--- config.mk ---
export PLATFORM = sky130hd
export DESIGN_NAME = gate_model_bist
export DESIGN_NICKNAME = d
export VERILOG_FILES = /design/src/rtl/gate_bist_pkg.sv /design/src/rtl/gate_bist_lfsr.sv /design/src/rtl/gate_model_bist.sv
export SDC_FILE = /design/constraint.sdc
export NUM_CORES = 1
export LEC_CHECK = 0
export ABC_CLOCK_PERIOD_IN_PS = 1800
export BUFFER_PORTS_ARGS = -buffer_cell sky130_fd_sc_hd__buf_2
export CORE_MARGIN = 2
export CORE_UTILIZATION = 35
export CTS_BUF_LIST = sky130_fd_sc_hd__clkbuf_4 sky130_fd_sc_hd__clkbuf_8 sky130_fd_sc_hd__clkbuf_16
export DETAILED_ROUTE_END_ITERATION = 10
export PLACE_DENSITY = 0.73
export SETUP_SLACK_MARGIN = 0.5
export SLEW_MARGIN = 10
export SYNTH_ARGS = -nofsm -noshare
export SYNTH_HDL_FRONTEND = slang
export SYNTH_SLANG_ARGS = --single-unit
--- constraint.sdc ---
create_clock -name clk -period 1.8 [get_ports clk]
set_clock_uncertainty 0.15 [all_clocks]
set_input_delay 0.18 -clock clk [delete_from_list [all_inputs] [get_ports clk]]
set_output_delay 0.18 -clock clk [all_outputs]
set_load 0.005 [all_outputs]
--- src/rtl/gate_bist_pkg.sv ---
// Shared types and default feedback polynomials for the gate-model BIST controller.
package gate_bist_pkg;

    typedef enum logic [1:0] {
        StIdle,
        StRun,
        StDone
    } state_e;

    localparam logic [20:0] POLY_IN_21  = 21'h140000;
    localparam logic [9:0]  POLY_OUT_10 = 10'h240;
    localparam logic [3:0]  POLY_4      = 4'b1001;

endpackage

--- src/rtl/gate_bist_lfsr.sv ---
// Shift register with XOR feedback and parallel input; acts as an LFSR (din = 0) or a MISR.
module gate_bist_lfsr #(
    parameter int unsigned     W    = 4,
    parameter logic [W-1:0]    POLY = 4'b1001
) (
    input  logic         clk,
    input  logic         rst,
    input  logic         load,
    input  logic [W-1:0] load_val,
    input  logic         en,
    input  logic [W-1:0] din,
    output logic [W-1:0] q
);

    logic [W-1:0] reg_q;
    logic [W-1:0] reg_d;

    // load wins over en so a new run always starts from a known value
    always_comb begin
        reg_d = reg_q;
        if (load) begin
            reg_d = load_val;
        end else if (en) begin
            reg_d = {reg_q[W-2:0], ^(reg_q & POLY)} ^ din;
        end
    end

    always_ff @(posedge clk) begin
        if (rst) begin
            reg_q <= '0;
        end else begin
            reg_q <= reg_d;
        end
    end

    assign q = reg_q;

endmodule

--- src/rtl/gate_model_bist.sv ---
// BIST controller: LFSR stimulus into an external gate model, MISR compaction of its response,
// and a golden-signature compare once the programmed number of patterns has been applied.
module gate_model_bist
    import gate_bist_pkg::*;
#(
    parameter int unsigned         N_IN     = 21,
    parameter int unsigned         N_OUT    = 10,
    parameter int unsigned         CNT_W    = 16,
    parameter logic [N_IN-1:0]     POLY_IN  = POLY_IN_21,
    parameter logic [N_OUT-1:0]    POLY_OUT = POLY_OUT_10
) (
    input  logic             clk,
    input  logic             rst,
    input  logic             start,
    input  logic [CNT_W-1:0] num_patterns,
    input  logic [N_IN-1:0]  seed,
    input  logic [N_OUT-1:0] golden,
    output logic [N_IN-1:0]  pattern,
    input  logic [N_OUT-1:0] response,
    output logic             busy,
    output logic             done,
    output logic [N_OUT-1:0] signature,
    output logic             pass
);

    state_e           state_q, state_d;
    logic [CNT_W-1:0] cnt_q, cnt_d;
    logic             load;
    logic             run_en;
    logic [N_IN-1:0]  seed_eff;

    // an all-zero seed would lock the LFSR at zero
    assign seed_eff = (seed == '0) ? N_IN'(1) : seed;

    always_comb begin
        state_d = state_q;
        cnt_d   = cnt_q;
        load    = 1'b0;
        run_en  = 1'b0;
        case (state_q)
            StIdle, StDone: begin
                if (start) begin
                    load    = 1'b1;
                    cnt_d   = num_patterns;
                    state_d = (num_patterns != '0) ? StRun : StDone;
                end
            end
            StRun: begin
                run_en = 1'b1;
                cnt_d  = cnt_q - CNT_W'(1);
                if (cnt_q == CNT_W'(1)) begin
                    state_d = StDone;
                end
            end
            default: state_d = StIdle;
        endcase
    end

    always_ff @(posedge clk) begin
        if (rst) begin
            state_q <= StIdle;
            cnt_q   <= '0;
        end else begin
            state_q <= state_d;
            cnt_q   <= cnt_d;
        end
    end

    gate_bist_lfsr #(
        .W    (N_IN),
        .POLY (POLY_IN)
    ) u_lfsr (
        .clk      (clk),
        .rst      (rst),
        .load     (load),
        .load_val (seed_eff),
        .en       (run_en),
        .din      ('0),
        .q        (pattern)
    );

    // response of the pattern shown this cycle is absorbed on the same closing edge
    gate_bist_lfsr #(
        .W    (N_OUT),
        .POLY (POLY_OUT)
    ) u_misr (
        .clk      (clk),
        .rst      (rst),
        .load     (load),
        .load_val ('0),
        .en       (run_en),
        .din      (response),
        .q        (signature)
    );

    assign busy = (state_q == StRun);
    assign done = (state_q == StDone);
    assign pass = done && (signature == golden);

endmodule

### Word-level counts from Yosys, hierarchy flattened

Cells that the tools add are included.

| word-level totals | value |
|---|---|
| bits in registers | 49 |
| bits in latches | 0 |
| memory bits (writable) | 0 |
| bits in read-only memories | 0 |
| input bits | 60 |
| output and inout bits | 34 |
| word-level logic and storage cells | 36 |
| memories | 0 |

| cells by class | value |
|---|---|
| $add $sub $neg | 1 |
| multiply operators | 0 |
| div/mod/pow operators | 0 |
| order comparisons | 0 |
| equality and inequality tests | 6 |
| shift operators | 0 |
| multiplexer cells | 12 |
| bitwise operators | 1 |
| reduce and logical (&&, ||, !) cells | 12 |

Operators by type and width:

| kind | count |
|---|---|
| two-way mux 21 bit | 3 |
| one-hot mux 16 bit (2 select lines) | 1 |
| zero test 21 bit | 1 |
| XOR reduction 21 bit | 1 |
| equality test 16 x 1 -> 1 bit, second input constant | 1 |
| two-way mux 16 bit | 1 |
| nonzero test 16 bit | 1 |
| subtractor 16 x 1 -> 16 bit, second input constant | 1 |
| equality test 10 bit | 1 |
| XOR reduction 10 bit | 1 |
| XOR 10 bit | 1 |
| two-way mux 2 bit | 3 |
| one-hot mux 2 bit (2 select lines) | 1 |
| AND reduction 2 bit | 2 |
| nonzero test 2 bit | 2 |
| OR reduction 2 bit | 2 |
| two-way mux 1 bit | 3 |
| equality test 2 x 1 -> 1 bit, second input constant | 1 |
| equality test 2 bit, second input constant | 1 |
| zero test 2 bit | 1 |
| inequality test 2 x 1 -> 1 bit, second input constant | 1 |
| inequality test 2 bit, second input constant | 1 |
| logical AND 1 bit | 1 |

### Depth between registers and ports, before layout

| logic depth | value |
|---|---|
| depth after elaboration | 4 |
| mapped depth | 6 |
| depth with buffers taken out | 5 |

### By module

A second synthesis with hierarchy kept.

| second synthesis, totals | value |
|---|---|
| cells, all modules | 383 |
| area total of the unflattened synthesis | 3124.2 µm² |

Modules (own cells, without submodules):

| module | instances | cells each | area each (µm²) | seq. area each (µm²) |
|---|---|---|---|---|
| gate_model_bist | 1 | 179 | 1336.3 | 360.3 |
| gate_bist_lfsr (u_lfsr) | 1 | 138 | 1179.9 | 420.4 |
| gate_bist_lfsr (u_misr) | 1 | 66 | 608.1 | 200.2 |

### Worst setup path after synthesis

OpenSTA, ideal clock, no wires.

| path | value |
|---|---|
| kind | register to register |
| start | register cnt_q[8] |
| end | register state_q[1] |
| setup time | 0.086 ns |
| arrival time | 1.685 ns |
| data required time | 1.564 ns |
| path slack | -0.122 ns |
| stages on the path, launching flop included | 5 |
| path buffers | 0 |
| clock period less this slack | 1.922 ns |
| path through | dfxtp_1 or4_4 nand4b_4 or3_1 a221oi_2 |

| on the way | value |
|---|---|
| cells in the longest elaborated chain, start to end | 3 |

Ends and longest elaborated chain:

| element | RTL line | source |
|---|---|---|
| start: declaration | gate_model_bist.sv:27 | `logic [CNT_W-1:0] cnt_q, cnt_d;` |
| start signal: assignment | gate_model_bist.sv:65 | `cnt_q <= cnt_d;` |
| equality test 16 x 1 -> 1 bit | gate_model_bist.sv:51 | `if (cnt_q == CNT_W'(1)) begin` |
| inequality test 2 x 1 -> 1 bit (no line) | -- |  |
| AND reduction 2 bit (no line) | -- |  |
| end signal: assignment | gate_model_bist.sv:61 | `state_q <= StIdle;` |
| end signal: assignment | gate_model_bist.sv:64 | `state_q <= state_d;` |
| end: declaration | gate_model_bist.sv:26 | `state_e state_q, state_d;` |

Every way passes these cells.
A chain may end at the register's enable or synchronous reset.

### Worst setup path in the final report

| path | value |
|---|---|
| start | register cnt_q[11] |
| end | register cnt_q[15] |

| on the way | value |
|---|---|
| cells in the longest elaborated chain, start to end | 2 |

Ends and longest elaborated chain:

| element | RTL line | source |
|---|---|---|
| subtractor 16 x 1 -> 16 bit | gate_model_bist.sv:50 | `cnt_d = cnt_q - CNT_W'(1);` |
| one-hot mux 16 bit (2 select lines) | gate_model_bist.sv:40 | `case (state_q)` |

Every way passes these cells.

==> results by stage <==
Drt:
- Once detail routing completed, the nets flagged for antenna violations numbered 0.
- The final routed wire length divided by cell count is between 15 and 20 microns.
- Detailed routing inserted a total of 3090 vias.
- For this run, design rule violations remaining after detail routing come to 0.
- After detailed routing, the number of vias per cell comes to 5.568.
- The total wirelength of the detailed-routed design is 9975 microns.
- The first detailed-routing pass took 4 iterations.
- For this block, the initial DRC count from the detailed router was 164.

Yosys:
- The most used flip-flop cell after synthesis is sky130_fd_sc_hd__dfxtp_1.
- The synthesized design spends more area on one cell type than any other, namely sky130_fd_sc_hd__dfxtp_1.
- The mean post-synth cell area is 8.127 sq um.
- The number of distinct library cell variants in the gate-level netlist after synthesis is 37.
- The count of mapped cells out of synthesis is 307.
- Ranked by instance count, the synthesized netlist is headed by 54 x sky130_fd_sc_hd__nand2_1, 49 x sky130_fd_sc_hd__dfxtp_1, 36 x sky130_fd_sc_hd__nor2_1, 22 x sky130_fd_sc_hd__xnor2_1, 21 x sky130_fd_sc_hd__a311oi_1.
- Summing the areas of all xor and xnor instances in the mapped netlist gives under 10% of the synthesized area.
- The number of synthesized register bits is 49.
- The dominant cell by count in the synthesized netlist is sky130_fd_sc_hd__nand2_1.
- For this run, asynchronously set or reset flops after synthesis account for 0%.
- The sequential share of the synthesized area is about two fifths.
- By area the synthesized netlist is led by sky130_fd_sc_hd__dfxtp_1 39%, sky130_fd_sc_hd__nand2_1 8.1%, sky130_fd_sc_hd__xnor2_1 7.7%.
- The main combinational cell family by area after synthesis is simple AND/OR/NAND/NOR gates.
- The synthesized netlist occupies a cell area of 0.002495 sq mm.
- The number of warning messages in the yosys log is 0.
- The proportion of netlist area held by the largest area contributor is between 30 and 40%.
- The synthesized netlist devotes a little over a fifth of its cell area to compound gates.
- After synthesis, the share of cell area in mux cells is 0%.
- After Yosys synthesis, full adders, half adders and majority gates account for under 10% of the synthesized area.
- The synthesized netlist devotes roughly a quarter of its cell area to simple gates.
- In this run, synthesis inferred 0 flip-flops with an integrated enable.
- The number of nets in the synthesized netlist is 369.

Timing:
- The worst setup slack after layout is -132.9 ps.
- On the final layout, the worst hold slack is -5.999 ps.
- Timing would allow up to between 500 and 600 MHz.
- The final period utilization is 107.4%.
- The final hold violation count came to 1.
- Setup repair after global routing could not meet its margin everywhere.
- The transition time of the tightest slew-check pin is 492.4 ps.
- The worst-case headroom to the max-slew limit is 67.17%.
- Setup violations remaining at the end of the flow were counted as 6.
- The number of pins with negative max-slew slack in the final report is 0.
- After layout, the minimum clock period comes to 1933 ps.

Global routing:
- The initial antenna violation count is 0.
- The overall fraction of global-route tracks in use is between 20% and 30%.
- The wire length of the first global-routing pass is 13990 microns.
- The aggregate global routing overflow is 0.
- The via count of the first global-routing pass is 2812.
- Entering global routing, the biggest net connects 37 pins.

Worst setup path:
- STA classifies the critical path startpoint as a flip-flop.
- The worst setup path is captured at a flip-flop.
- The critical path is of the reg2reg type.
- The depth of the most critical reg-to-reg path is 5.
- The worst reg2reg path endpoint is cnt_q[15]$_SDFFE_PP0P_.
- Along the worst path, the maximum fanout reaches 3.
- For the worst setup path, the data required time is 1890 ps.
- The startpoint of the worst-slack reg-to-reg timing path is cnt_q[11]$_SDFFE_PP0P_.
- The peak per-stage delay on the critical path is 540 ps.
- Among cell families on the critical path, the largest total delay comes from simple AND/OR/NAND/NOR gates.
- Among all stages on the critical path, the largest delay is contributed by sky130_fd_sc_hd__or4_4.
- Data arrives at the worst endpoint at 2020 ps.
- The signal on the critical path passes through or4_4 > nand4b_4 > buf_6 > or3_4 > a31oi_2.
- Counting both buffers and inverters, the worst setup path holds a total of 1.
- In this run the register-to-register setup slack is -130 ps.

Final layout:
- The final layout net count is 520.
- The fraction of final layout cells with drive strength greater than 1 is 67.54%.
- Counting the fill cells in the layout gives about 500.
- Summing all flip-flop and latch instances after layout gives just over 0.001 sq mm.
- The design area is 0.004791 sq mm.
- Summing all multi-input logic gate instances after layout gives ~0.0021 sq mm.
- The count of inserted antenna diode cells is 0.
- The area growth from synthesis to layout is 92.03%.

Hold path:
- The startpoint identified for the worst hold timing path is num_patterns[5].
- The worst hold path terminates at cnt_q[5]$_SDFFE_PP0P_.
- The classification of the worst-slack hold path is in2reg.
- The number of stages on the worst hold path is 3.

Clock tree:
- TritonCTS created 5 clock buffers.
- After clock tree synthesis, the clock-pin slew on the worst setup and hold paths is 90 ps.
- The H-tree level count is 2.
- The clock passes through at most 2 buffers.
- The TritonCTS clock tree is yes.
- The number of clock sinks is 49.
- The root cell of the clock tree is sky130_fd_sc_hd__clkbuf_8.
- The clock reaches the later pin of the worst-skew pair after ~310 ps.

Place:
- Detailed placement finished with a half-perimeter wire length of 5130 microns.
- The standard cell area after detailed placement is 0.003216 sq mm.
- The number of I/O port buffers is 93.
- The routability congestion estimate is roughly 0.79.
- Prior to clock tree synthesis, the placed netlist has a worst setup slack of -128.9 ps.

Die:
- The die footprint is approximately 0.0078 sq mm.
- In this run the standard cell core region covers a little under 0.007 sq mm.
- The number of I/O pins is 94.
- From bottom edge to top edge, the die measures 88.43 microns.
- The initial core utilization is 36.52%.
- From left edge to right edge, the die measures 88.43 microns.
- The number of core rows is 30.

Power and ir drop:
- The total leakage power is 1.933 nW.
- VDD sags by at most between 400 and 500 uV.
- Power spread over the standard cell area amounts to between 700 and 800 mW/mm^2.

Run status:
- The flow ran to the end, but the final reports show violations.
- The final reports fail on hold timing, setup timing.

Run:
- The max-capacitance violation count is 0.
## placed cells by master, fill, tap and decap left out, drive strengths merged, types with 2 or more instances in the layout
master / n
clkbuf: 7
a211oi: 10
a311oi: 21
xnor2: 22
nor2b: 2
nand2: 54
or3: 9
o311ai: 4
a31oi: 10
inv: 4
nor4: 9
a22oi: 2
nand4: 4
a21oi: 9
nand2b: 5
a221oi: 3
nand3: 5
ha: 2
o2bb2a: 2
buf: 161
dfxtp: 49
o211ai: 5
dlygate4sd3: 3
o21ai: 4
nor3: 6
a2bb2oi: 2
nor2: 36
## flip-flops by register name, indices dropped and copies added, names as in the netlist
signal    cells
cnt_q        16
state_q       2
u_lfsr.q     21
u_misr.q     10
## timing repair
action                                  CTS  global route
buffers inserted                         28            16
hold buffers                              2             1
endpoints found under the setup margin   44            54
hold endpoints to repair                  2             1
gates cloned                              7             1
pin swaps                                72            36
gates resized for setup                 132            82
## per-stage QoR
step | hold slack (ps) | power (mW) | TNS, ps | util (%) | cells
5_1_grt | 8.157 | 3.724 | -902.6 | 70.13 | 555
6_report | -5.999 | 3.573 | -476.8 | 70.13 | 555
4_1_cts | 0.1442 | 3.283 | -295.7 | 61.76 | 537
2_1_floorplan | 180.4 | 1.756 | -126.3 | - | 307
3_3_place_gp | 303.3 | 2.026 | -160.9 | 47.07 | 492
3_5_place_dp | 306.8 | 2.048 | -382.9 | 47.07 | 492
## tightest hold or removal path: stages
cell                      delay [ps]
sky130_fd_sc_hd__buf_2           100
sky130_fd_sc_hd__nand2_1          60
sky130_fd_sc_hd__a31oi_1          70
## power by group
part / leakage, nW / switching (mW) / internal [mW]
Combinational: 1.46 / 0.658 / 0.760
Clock: 0.0588 / 0.400 / 0.433
Sequential: 0.416 / 0.134 / 1.19
Total: 1.93 / 1.19 / 2.38
## layout make-up
class	instances	area share, %
clock buffer	6	1.593
clock inverter	2	0.8096
inverter	4	0.4179
multi-input combinational	233	44.45
sequential	49	21.65
tap	96	2.507
timing repair buffer	165	28.57
## per-layer routing
| metal | vias to the layer above | track usage (%) | part of all wire [%] |
|---|---|---|---|
| li1 | 1436 | - | - |
| met1 | 1519 | 29.42 | 42 |
| met2 | 112 | 39.44 | 51 |
| met3 | 23 | 3.638 | 4.4 |
| met4 | 0 | 6.612 | 2.5 |
| met5 | - | 0 | 0 |
## worst max-delay path by stage
stage                                   endpoint  slack, ps  cells after the start              startpoint
after floorplan           cnt_q[14]$_SDFFE_PP0P_        -80                      4  cnt_q[11]$_SDFFE_PP0P_
after detailed placement  cnt_q[14]$_SDFFE_PP0P_       -130                      4  cnt_q[11]$_SDFFE_PP0P_
after CTS                 cnt_q[14]$_SDFFE_PP0P_        -90                      4   cnt_q[8]$_SDFFE_PP0P_
final                     cnt_q[15]$_SDFFE_PP0P_       -130                      5  cnt_q[11]$_SDFFE_PP0P_
after global routing      cnt_q[15]$_SDFFE_PP0P_       -180                      5  cnt_q[11]$_SDFFE_PP0P_
after global placement    cnt_q[14]$_SDFFE_PP0P_       -100                      4  cnt_q[11]$_SDFFE_PP0P_
## cells by family (layout without fill, tap and decap cells)
family,after synthesis,count (layout)
fa+ha+maj,2,2
simple gates,137,137
flops,49,49
xor+xnor,22,22
compound gates,72,72
buf+inv,25,177
No activity file was read; power rests on OpenSTA's default activity.
